### src/rtl/hazard_pkg.sv
// Shared types and constants for the pipeline hazard controller and its scoreboard.
package hazard_pkg;

  localparam logic [4:0] X0               = 5'd0;
  localparam int unsigned SB_DEPTH        = 3;
  localparam logic [1:0] CTRL_WAIT_CYCLES = 2'd2;

  typedef struct packed {
    logic       v;
    logic [4:0] rd;
  } sb_entry_t;

  typedef enum logic {
    RUN       = 1'b0,
    CTRL_WAIT = 1'b1
  } state_t;

  function automatic logic entry_hit(input sb_entry_t e, input logic [4:0] r);
    return e.v && (e.rd == r);
  endfunction

endpackage

### src/rtl/hazard_scoreboard.sv
// Three-stage destination scoreboard (EX, MEM, WB) shadowing the in-flight writers.
module hazard_scoreboard
  import hazard_pkg::*;
#(
  parameter int unsigned WB_BYPASS = 1
) (
  input  logic      clk,
  input  logic      reset,
  input  logic      advance,
  input  logic      bubble,
  input  logic      clear,
  input  sb_entry_t id_entry,
  input  logic [4:0] rs1,
  input  logic [4:0] rs2,
  output logic      match_rs1,
  output logic      match_rs2
);

  // Index 0 = EX, 1 = MEM, 2 = WB.
  sb_entry_t sb_reg [SB_DEPTH];
  logic [SB_DEPTH-1:0] hit_rs1;
  logic [SB_DEPTH-1:0] hit_rs2;

  // A write-before-read register file makes the WB slot invisible to the hazard check.
  for (genvar gi = 0; gi < SB_DEPTH; gi++) begin : g_stage
    localparam bit IN_WINDOW = (gi < 2) || (WB_BYPASS == 0);
    assign hit_rs1[gi] = IN_WINDOW ? entry_hit(sb_reg[gi], rs1) : 1'b0;
    assign hit_rs2[gi] = IN_WINDOW ? entry_hit(sb_reg[gi], rs2) : 1'b0;
  end

  assign match_rs1 = |hit_rs1;
  assign match_rs2 = |hit_rs2;

  always_ff @(posedge clk or posedge reset) begin
    if (reset) begin
      for (int i = 0; i < SB_DEPTH; i++) sb_reg[i] <= '0;
    end else if (clear) begin
      for (int i = 0; i < SB_DEPTH; i++) sb_reg[i] <= '0;
    end else if (advance || bubble) begin
      sb_reg[0] <= bubble ? sb_entry_t'('0) : id_entry;
      for (int i = 1; i < SB_DEPTH; i++) sb_reg[i] <= sb_reg[i-1];
    end
  end

endmodule

### src/rtl/pipeline_hazard_controller.sv
// Stall/flush sequencing for a 5-stage pipeline without forwarding, branches resolving in WB.
module pipeline_hazard_controller
  import hazard_pkg::*;
#(
  parameter int unsigned WB_BYPASS   = 1,
  parameter int unsigned CTRL_POLICY = 0,
  parameter int unsigned CNT_WIDTH   = 32
) (
  input  logic                 clk,
  input  logic                 reset,
  input  logic                 id_valid_i,
  input  logic [4:0]           id_rs1_i,
  input  logic [4:0]           id_rs2_i,
  input  logic                 id_use_rs1_i,
  input  logic                 id_use_rs2_i,
  input  logic [4:0]           id_rd_i,
  input  logic                 id_reg_write_i,
  input  logic                 id_is_ctrl_i,
  input  logic                 redirect_i,
  output logic                 pc_enable_o,
  output logic                 if_id_enable_o,
  output logic                 if_id_flush_o,
  output logic                 id_ex_flush_o,
  output logic                 ex_mem_flush_o,
  output logic [CNT_WIDTH-1:0] stall_cycles_o,
  output logic [CNT_WIDTH-1:0] flush_count_o,
  output logic                 state_o
);

  localparam logic [CNT_WIDTH-1:0] CNT_MAX = '1;

  state_t                state_reg, state_next;
  logic [1:0]            wait_cnt_reg, wait_cnt_next;
  logic [CNT_WIDTH-1:0]  stall_cycles_reg, flush_count_reg;
  sb_entry_t             id_entry;
  logic                  match_rs1, match_rs2, hazard;
  logic                  sb_clear, sb_bubble;

  assign id_entry.v  = id_valid_i && id_reg_write_i && (id_rd_i != X0);
  assign id_entry.rd = id_rd_i;

  hazard_scoreboard #(.WB_BYPASS(WB_BYPASS)) u_scoreboard (
    .clk       (clk),
    .reset     (reset),
    .advance   (!sb_clear && !sb_bubble),
    .bubble    (sb_bubble),
    .clear     (sb_clear),
    .id_entry  (id_entry),
    .rs1       (id_rs1_i),
    .rs2       (id_rs2_i),
    .match_rs1 (match_rs1),
    .match_rs2 (match_rs2)
  );

  assign hazard = id_valid_i &&
                  ((id_use_rs1_i && (id_rs1_i != X0) && match_rs1) ||
                   (id_use_rs2_i && (id_rs2_i != X0) && match_rs2));

  always_comb begin
    pc_enable_o    = 1'b1;
    if_id_enable_o = 1'b1;
    if_id_flush_o  = 1'b0;
    id_ex_flush_o  = 1'b0;
    ex_mem_flush_o = 1'b0;
    sb_clear       = 1'b0;
    sb_bubble      = 1'b0;
    state_next     = state_reg;
    wait_cnt_next  = wait_cnt_reg;

    if (redirect_i) begin
      if_id_flush_o  = 1'b1;
      id_ex_flush_o  = 1'b1;
      ex_mem_flush_o = 1'b1;
      sb_clear       = 1'b1;
    end else if (hazard) begin
      pc_enable_o    = 1'b0;
      if_id_enable_o = 1'b0;
      id_ex_flush_o  = 1'b1;
      sb_bubble      = 1'b1;
    end else if (state_reg == CTRL_WAIT) begin
      if (wait_cnt_reg != 2'd0) begin
        pc_enable_o   = 1'b0;
        if_id_flush_o = 1'b1;
      end
    end else if ((CTRL_POLICY != 0) && id_valid_i && id_is_ctrl_i) begin
      // The control instruction issues; the fall-through fetch behind it is dropped.
      pc_enable_o   = 1'b0;
      if_id_flush_o = 1'b1;
    end

    // The control instruction keeps moving toward WB even while a younger hazard stalls ID.
    if (redirect_i) begin
      state_next    = RUN;
      wait_cnt_next = 2'd0;
    end else if (state_reg == CTRL_WAIT) begin
      if (wait_cnt_reg != 2'd0) wait_cnt_next = wait_cnt_reg - 2'd1;
      else                      state_next    = RUN;
    end else if ((CTRL_POLICY != 0) && id_valid_i && id_is_ctrl_i && !hazard) begin
      state_next    = CTRL_WAIT;
      wait_cnt_next = CTRL_WAIT_CYCLES;
    end
  end

  always_ff @(posedge clk or posedge reset) begin
    if (reset) begin
      state_reg        <= RUN;
      wait_cnt_reg     <= 2'd0;
      stall_cycles_reg <= '0;
      flush_count_reg  <= '0;
    end else begin
      state_reg    <= state_next;
      wait_cnt_reg <= wait_cnt_next;
      if (!pc_enable_o && (stall_cycles_reg != CNT_MAX))
        stall_cycles_reg <= stall_cycles_reg + CNT_WIDTH'(1);
      if (redirect_i && (flush_count_reg != CNT_MAX))
        flush_count_reg <= flush_count_reg + CNT_WIDTH'(1);
    end
  end

  assign stall_cycles_o = stall_cycles_reg;
  assign flush_count_o  = flush_count_reg;
  assign state_o        = (state_reg == CTRL_WAIT);

endmodule

### config.mk
export PLATFORM = sky130hd
export DESIGN_NAME = pipeline_hazard_controller
export DESIGN_NICKNAME = d
export VERILOG_FILES = /design/src/rtl/hazard_pkg.sv /design/src/rtl/hazard_scoreboard.sv /design/src/rtl/pipeline_hazard_controller.sv
export SDC_FILE = /design/constraint.sdc
export NUM_CORES = 1
export LEC_CHECK = 0
export ABC_AREA = 1
export CAP_MARGIN = 30
export CORE_MARGIN = 2
export CORE_UTILIZATION = 56
export DETAILED_ROUTE_END_ITERATION = 10
export DONT_BUFFER_PORTS = 1
export PLACE_DENSITY = 0.75
export SLEW_MARGIN = 0
export SYNTH_ARGS = -nofsm -noshare
export SYNTH_HDL_FRONTEND = slang
export SYNTH_SLANG_ARGS = --single-unit
### constraint.sdc
create_clock -name clk -period 4.8 [get_ports clk]
set_input_delay 0.24 -clock clk [delete_from_list [all_inputs] [get_ports clk]]
set_output_delay 0.24 -clock clk [all_outputs]
set_load 0.05 [all_outputs]
==> results of run 1 <==
[metal layers]
metal | part of all wire (%) | wire length (microns) | global-route usage [%]
met5 | 0 | 0 | 0
met1 | 44 | 5200 | 32.0
met3 | 5.6 | 657 | 6.18
met4 | 1.4 | 161 | 7.38
met2 | 49 | 5670 | 40.9
[metrics by stage]
| step | area (sq um) | worst slack [ns] | std cells | hold WS [ns] |
|---|---|---|---|---|
| 2_1_floorplan | 5090 | 2.54 | 752 | 0.346 |
| 4_1_cts | 5350 | 1.64 | 865 | 0.0163 |
| 5_1_grt | 5380 | 1.36 | 867 | 0.0106 |
| 3_3_place_gp | 5100 | 1.94 | 845 | 0.309 |
| 3_5_place_dp | 5110 | 1.90 | 846 | 0.311 |
| 6_report | 5380 | 1.68 | 867 | 0.0264 |
[final cells by class]
type	instances	area share [%]
timing repair buffer	7	1.53
multi-input combinational	547	47.7
clock inverter	5	1.05
sequential	79	36.7
clock buffer	11	2.81
tap	108	2.51
inverter	110	7.69
[cells by family (layout without fill, tap and decap cells)]
group,after synthesis,count (layout),synth area share [%]
flip-flops,79,79,38.8
adder cells (fa/ha/maj),3,3,0.737
AND/OR/NAND/NOR,483,483,40.8
XOR/XNOR,36,36,6.19
buffers and inverters,126,133,10.7
AO/OA/AOI/OAI,25,25,2.68
[path summary, 6_finish.rpt]
kind / endpoint / slack, ns / cells after the start
worst max-delay path: pc_enable_o / 1.68 / 10
worst min-delay path: u_scoreboard.sb_reg[13] / 0.03 / 2
worst max register to register: flush_count_o[27] / 1.86 / 10
worst min register to register: u_scoreboard.sb_reg[11] / 0.53 / 2
max in group asynchronous: flush_count_o[30] / 3.86 / 4
min in group asynchronous: stall_cycles_o[8] / 0.37 / 3
[worst max-delay path: stages (launching register included)]
cell	delay [ns]
dfrtp_1	0.40
inv_1	0.09
nor2_1	0.04
nor2_1	0.12
nand3_1	0.11
nand2_1	0.08
nand2_1	0.04
nand2_1	0.11
nand3_2	0.30
nand2_2	0.74
inv_1	0.46
[Yosys cell counts]
master    count
ha_1          3
buf_2         5
dfrtp_1      79
inv_2         2
buf_6         8
xor2_1       27
nor3_2        5
nand3_1      55
o311ai_0      1
o21ai_1      10
nor2_2        4
a31oi_1       1
o21ai_0      10
a21boi_0      2
nand3_2       2
buf_4         2
nand2_1     289
nor2_1       72
nand2_2       5
nand4_2       2
nand4_1      13
clkbuf_1      1
nor4_1        8
xnor2_1       9
o22ai_1       1
nand3b_1      5
nor2_4        2
nor3_1       21
inv_1       108
[where the power goes]
part,switching (mW),internal [mW]
Combinational,0.101,0.0513
Sequential,0.152,0.697
Clock,0.251,0.268
==> impl_metrics.yaml, run 1 <==
run_status:
  status: "finished, final reports clean"
cells_and_area:
  nFillCells: 782
  multi_input_area_sq_um: 2570
  fin_nets: 780
  final_cell_mix: "289 x nand2_1, 107 x inv_1, 79 x dfrtp_1"
  syn2layout_area_growth_pct: 5.75
  layout.area.seq_sq_um: 1980
  fin_util_pct: 61.4
  layout-drive-gt1-share_pct: 5.53
  antenna_cells: 0
  final_common_cell: "nand2_1"
route:
  dr.first_iter.drc_count: 243
  route.detailed.drc: 0
  vias: 4604
  vias_per_cell: 5.31
  routed_wl_mm: 11.7
  wl_per_cell_microns: 13.5
  final_antenna_net_count: 0
  drt_pass1_iterations: 5
global_routing:
  grt_overflow_total: 0
  grt_pass1_wl_mm: 19.9
  grt_use_total_pct: 24.6
  antenna_found_initial: 0
  grt_max_degree: 80
  grt_pass1_vias: 4351
critical_path:
  cp.arrival_ns: 2.88
  crit_fanout: 50
  regToRegStartpoint: "flush_count_o[1]"
  critPathKind: "reg -> out"
  cp_data_required_time_ns: 4.56
  end_kind: "output pin"
  start_kind: "flop"
  startpoint: "u_scoreboard.sb_reg[7]"
cts:
  cts_buffer_depth: 2
  cts_sinks: 79
  cts_tree: "built"
  cts_hold_buf: 3
  worstSkewPairLatency_ns: 0.35
  path_clk_slew_ns: 0.08
  postCtsSetupRepairBufs: 0
  cts_buffers: 9
  cts-root-buf: "clkbuf_8"
  h-tree-depth: 3
  cts_resized: 0
pwr:
  p_leak_nw: 2.71
  ir_drop_mv: 0.162
  power_mw: 1.52
  p_per_area_nw_per_um2: 282
placement:
  hpwl_mm: 8.58
  gp_congestion: 0.868
  place.port_buffers: 0
timing:
  slew_headroom_pct: 42.8
  rsz0062_at_grt: "false"
  fin_worst_skew_ns: 0.00959
  final-hold-violation-count: 0
  tns_ns: 0
  maxSlewViolCount: 0
  fin_crit_sh_pct: 65.0
  min_period_ns: 3.12
  fmax_ghz: 0.321
  worst_slew_pin_slew_ns: 0.854
  setup_viol: 0
yosys:
  synthTopCellsByArea: "dfrtp_1 39%, nand2_1 21%, inv_1 8.0%, nand3_1 5.4%, nor2_1 5.3%"
  yosysTopAreaCellShare_pct: 38.8
  synthDistinctLibCells: 29
  ys_ff_latch: 79
  syn_area_per_cell_sq_um: 6.77
  synth_top_area_cell: "dfrtp_1"
  synth-seq-area-share_pct: 38.8
  syn_nets: 778
  syn_inst: 752
  synth_area_sq_um: 5090
  synth_warnings: 0
floorplan:
  ios: 93
  core_area_sq_um: 8760
  die_x_microns: 99.4
  rows: 34
  start_util_pct: 58.1
  dieHeight_microns: 99.4
  die-area_sq_um: 9870
hold_path:
  hp-class: "in -> reg"
  worstHoldStart: "id_rd_i[1]"
flow_run:
  drv_cap: 0
Note: power is estimated with default switching activity, not from simulation.
==> run 2: changes to the inputs <==
==> constraint.sdc (replaced) <==
create_clock -name clk -period 3.19 [get_ports clk]
set_input_delay 0.1595 -clock clk [delete_from_list [all_inputs] [get_ports clk]]
set_output_delay 0.1595 -clock clk [all_outputs]
set_load 0.05 [all_outputs]
==> impl_metrics.yaml, run 2 (synthesis gave the netlist of run 1 again) <==
run_status:
  status: "finished, final reports clean"
timing:
  fin_crit_sh_pct: 79.6
  final-hold-violation-count: 0
  worst_slew_pin_slew_ns: 0.671
  rsz0062_at_grt: "false"
  tns_ns: 0
  slew_headroom_pct: 55.3
  min_period_ns: 2.54
  layout_setup_ws_ns: 0.651
  fin_worst_skew_ns: 0.0122
  fmax_ghz: 0.394
  maxSlewViolCount: 0
  setup_viol: 0
hold_path:
  hp-class: "in -> reg"
placement:
  gp_congestion: 0.954
  hpwl_mm: 9.49
  place.port_buffers: 0
  preCtsSetupSlack_ns: 0.698
  place_area_sq_um: 5540
critical_path:
  end_kind: "flop"
  critical_path_buf_inv_count: 3
  crit_fanout: 35
  cp_data_required_time_ns: 3.42
  critPathSlowestCell: "dfrtp_1"
  critPathKind: "reg -> reg"
  start_kind: "flop"
  cp_slowest_stage_delay_ns: 0.72
  path_delay_family: "simple AND/OR/NAND/NOR gates"
  cp_cell_sequence: "nand2_1 > nor2_2 > inv_1 > nor2_1 > inv_1 > nor2_2 > nand4_1 > nand2_2 > inv_2 > nand3b_1 > nand2_1"
  r2r_setup_slack_ns: 0.65
  cp.arrival_ns: 2.77
cts:
  cts_hold_buf: 9
  cts_tree: "built"
  cts_buffers: 9
  cts_sinks: 79
  cts-root-buf: "clkbuf_8"
  cts_resized: 0
  postCtsSetupRepairBufs: 0
  worstSkewPairLatency_ns: 0.35
  path_clk_slew_ns: 0.08
  h-tree-depth: 3
  cts_buffer_depth: 2
floorplan:
  core_area_sq_um: 8760
  start_util_pct: 58.1
  die-area_sq_um: 9870
  rows: 34
  dieHeight_microns: 99.4
  ios: 93
  die_x_microns: 99.4
global_routing:
  grt_pass1_wl_mm: 21.8
  grt_overflow_total: 0
  grt.met2_usage_pct: 47.1
  grt_use_total_pct: 27.2
  use_met1_pct: 34.1
  grt_use_met3_pct: 6.11
  grt_pass1_vias: 4820
  antenna_found_initial: 0
  grt_max_degree: 36
  gr-max-usage-layer: "met2"
cells_and_area:
  fin_nets: 840
  layout-drive-gt1-share_pct: 11.7
  final_area_sq_um: 5840
  antenna_cells: 0
  final_common_cell: "nand2_1"
  final_cell_mix: "289 x nand2_1, 107 x inv_1, 79 x dfrtp_1"
  fin_util_pct: 66.6
  syn2layout_area_growth_pct: 14.7
pwr:
  power_mw: 2.36
  p_leak_nw: 3.02
  ir_drop_mv: 0.237
  p_per_area_nw_per_um2: 404
route:
  dr.first_iter.drc_count: 224
  vias: 4839
  vias_per_cell: 5.22
  routed_wl_mm: 12.7
  route.detailed.drc: 0
  wl_per_cell_microns: 13.7
  final_antenna_net_count: 0
  drt_pass1_iterations: 4
flow_run:
  drv_cap: 0
==> run 2: cell count changes in the layout (fill, tap and decap cells not counted), sizes merged <==
cell	before	now
dlygate4sd3	4	9
clkinv	4	2
inv	109	110
clkbuf	11	12
buf	3	58
==> run 2: worst min-delay path, stage by stage <==
cell and delay [ns]:
nor2_1 0.04, inv_1 0.06, o22ai_1 0.07
==> run 2: per-stage QoR <==
| stage | cells | hold WS, ns |
|---|---|---|
| 4_1_cts | 927 | 0.0201 |
| 3_5_place_dp | 902 | 0.0959 |
| 5_1_grt | 927 | 0.0354 |
| 6_report | 927 | 0.0317 |
| 3_3_place_gp | 901 | 0.229 |
| 2_1_floorplan | 752 | 0.266 |
==> run 2: path summary, 6_finish.rpt <==
kind                                          from                       to  cells past startpoint
setup / recovery                 flush_count_o[10]         flush_count_o[9]                     11
min in group asynchronous                    reset       stall_cycles_o[19]                      2
setup reg to reg                 flush_count_o[10]         flush_count_o[9]                     11
hold reg to reg            u_scoreboard.sb_reg[17]  u_scoreboard.sb_reg[11]                      2
hold / removal                          redirect_i          wait_cnt_reg[1]                      3
max in group asynchronous                    reset         flush_count_o[9]                      4
==> run 2: final cells by class <==
cell class / count / area (sq um)
clock buffers: 12 / 155
clock inverters: 4 / 51.3
fillers: 787 / 2930
inverters: 110 / 414
multi-input cells: 547 / 2570
flip-flops and latches: 79 / 1980
well taps: 108 / 135
repair buffers: 67 / 538
==> run 2: routing by layer <==
| layer | part of all wire [%] | routed length, microns |
|---|---|---|
| met3 | 5.9 | 743 |
| met1 | 44 | 5550 |
| met5 | 0 | 0 |
| met2 | 49 | 6220 |
| met4 | 1.4 | 178 |
==> run 2: power breakdown <==
part | switching [mW] | total, mW | internal, mW
clock | 0.385 | 0.792 | 0.407
combinational | 0.288 | 0.405 | 0.117
sequential | 0.110 | 1.16 | 1.05
total | 0.783 | 2.36 | 1.57
==> run 3: changes to the inputs <==
--- a/config.mk
+++ b/config.mk
@@ -11,7 +11,7 @@
 export CORE_UTILIZATION = 56
 export DETAILED_ROUTE_END_ITERATION = 10
 export DONT_BUFFER_PORTS = 1
-export PLACE_DENSITY = 0.75
+export PLACE_DENSITY = 0.78
 export SLEW_MARGIN = 0
 export SYNTH_ARGS = -nofsm -noshare
 export SYNTH_HDL_FRONTEND = slang
==> constraint.sdc (replaced) <==
create_clock -name clk -period 2.3 [get_ports clk]
set_input_delay 0.115 -clock clk [delete_from_list [all_inputs] [get_ports clk]]
set_output_delay 0.115 -clock clk [all_outputs]
set_load 0.05 [all_outputs]
==> impl_metrics.yaml, run 3 (synthesis gave the netlist of run 1 again) <==
pwr:
  power.internal_mw: 2.40
  ir_drop_mv: 0.329
  switching_share_pct: 30.6
  p_seq_share_pct: 43.6
  power.switching_mw: 1.06
  power_frac_comb_pct: 20.4
  clkPwrFrac_pct: 36.0
  p_leak_nw: 3.13
  p_per_area_nw_per_um2: 576
timing:
  maxSlewViolCount: 0
  fin_worst_skew_ns: 0.0133
  slew_headroom_pct: 59.4
  fin_crit_sh_pct: 92.1
  layout_setup_ws_ns: 0.183
  worst_slew_pin_slew_ns: 0.608
  fmax_ghz: 0.472
  setup_viol: 0
  final-hold-violation-count: 0
  tns_ns: 0
  min_period_ns: 2.12
  rsz0062_at_grt: "false"
global_routing:
  grt_max_degree: 36
  antenna_found_initial: 0
  grt_pass1_wl_mm: 21.5
  grt_use_total_pct: 26.8
  grt_pass1_vias: 4837
  grt_overflow_total: 0
route:
  vias: 4993
  route.detailed.drc: 0
  vias_per_cell: 5.29
  drt_pass1_iterations: 5
  routed_wl_mm: 12.8
  final_antenna_net_count: 0
  dr.first_iter.drc_count: 299
  wl_per_cell_microns: 13.6
cells_and_area:
  fin_nets: 858
  multi_input_area_sq_um: 2570
  antenna_cells: 0
  final_cell_mix: "289 x nand2_1, 107 x inv_1, 79 x dfrtp_1"
  layout.area.seq_sq_um: 1980
  nFillCells: 740
  layout-drive-gt1-share_pct: 13.5
  syn2layout_area_growth_pct: 18.0
  final_common_cell: "nand2_1"
placement:
  hpwl_mm: 9.59
  gp_congestion: 0.943
  preCtsSetupSlack_ns: 0.129
  place.port_buffers: 0
cts:
  h-tree-depth: 3
  path_clk_slew_ns: 0.09
  worstSkewPairLatency_ns: 0.35
  cts_buffer_depth: 2
  cts-root-buf: "clkbuf_8"
  cts_tree: "built"
  cts_sinks: 79
  postCtsSetupRepairBufs: 0
  cts_buffers: 9
floorplan:
  core_area_sq_um: 8760
  rows: 34
  dieHeight_microns: 99.4
  ios: 93
  die-area_sq_um: 9870
  start_util_pct: 58.1
  die_x_microns: 99.4
critical_path:
  cp.arrival_ns: 2.36
  start_kind: "flop"
  end_kind: "flop"
  crit_fanout: 4
  critPathKind: "reg -> reg"
  cp_data_required_time_ns: 2.54
run_status:
  status: "finished, final reports clean"
flow_run:
  drv_cap: 0
hold_path:
  hp-class: "in -> reg"
[run 3: path summary, 6_finish.rpt]
path | start | to | slack, ns | cells after the start
min in group asynchronous | reset | stall_cycles_o[0] | 0.27 | 2
max in group asynchronous | reset | flush_count_o[4] | 1.39 | 3
setup / recovery | flush_count_o[2] | flush_count_o[25] | 0.18 | 11
hold reg to reg | stall_cycles_o[11] | stall_cycles_o[11] | 0.54 | 2
hold / removal | redirect_i | flush_count_o[8] | 0.04 | 3
setup reg to reg | flush_count_o[2] | flush_count_o[25] | 0.18 | 11
[run 3: timing repair]
item,4_1_cts,5_1_grt
resized for setup,0,3
hold buffers,9,0
setup endpoints to repair,0,27
hold endpoints to repair,46,0
[run 3: critical path, stage by stage (launching register included)]
cell,delay [ns]
dfrtp_1,0.37
buf_4,0.22
nand2_1,0.09
nor2_2,0.10
nand3_1,0.20
nor2_1,0.20
inv_1,0.11
nor2_1,0.21
nand4_1,0.21
xnor2_1,0.18
nand2_1,0.06
nand2_1,0.05
[run 3: power groups by stage]
stage	registers [mW]	logic [mW]	clock network, mW
2_1_floorplan	1.78	0.263	0
3_3_place_gp	1.53	0.674	0
3_5_place_dp	1.53	0.689	0
4_1_cts	1.51	0.707	1.26
5_1_grt	1.51	0.771	1.30
6_report	1.51	0.705	1.24
[run 3: layout make-up]
type                       count  area share, %
clock buffer                  10           2.29
clock inverter                 4           1.58
inverter                     110           6.94
multi-input combinational    547           42.8
sequential                    79           32.9
tap                          108           2.25
timing repair buffer          85           11.2
[run 3: stage by stage]
step           util, %  area, sq um  std cells  hold slack (ns)  total power [mW]
3_5_place_dp      64.8         5680        920           0.0890              2.22
5_1_grt           68.5         6010        943           0.0631              3.59
6_report          68.5         6010        943           0.0395              3.46
4_1_cts           68.5         6000        943           0.0518              3.47
2_1_floorplan        -         5090        752            0.221              2.04
3_3_place_gp      64.8         5680        920           0.0729              2.20
[run 3: routing by layer]
| metal | up-vias | GRT usage (%) | part of all wire (%) | routed length (microns) |
|---|---|---|---|---|
| li1 | 2477 | - | - | - |
| met1 | 2297 | 32.7 | 42 | 5370 |
| met2 | 200 | 46.5 | 49 | 6220 |
| met3 | 19 | 6.25 | 7.8 | 1000 |
| met4 | 0 | 9.38 | 1.7 | 219 |
| met5 | - | 0 | 0 | 0 |
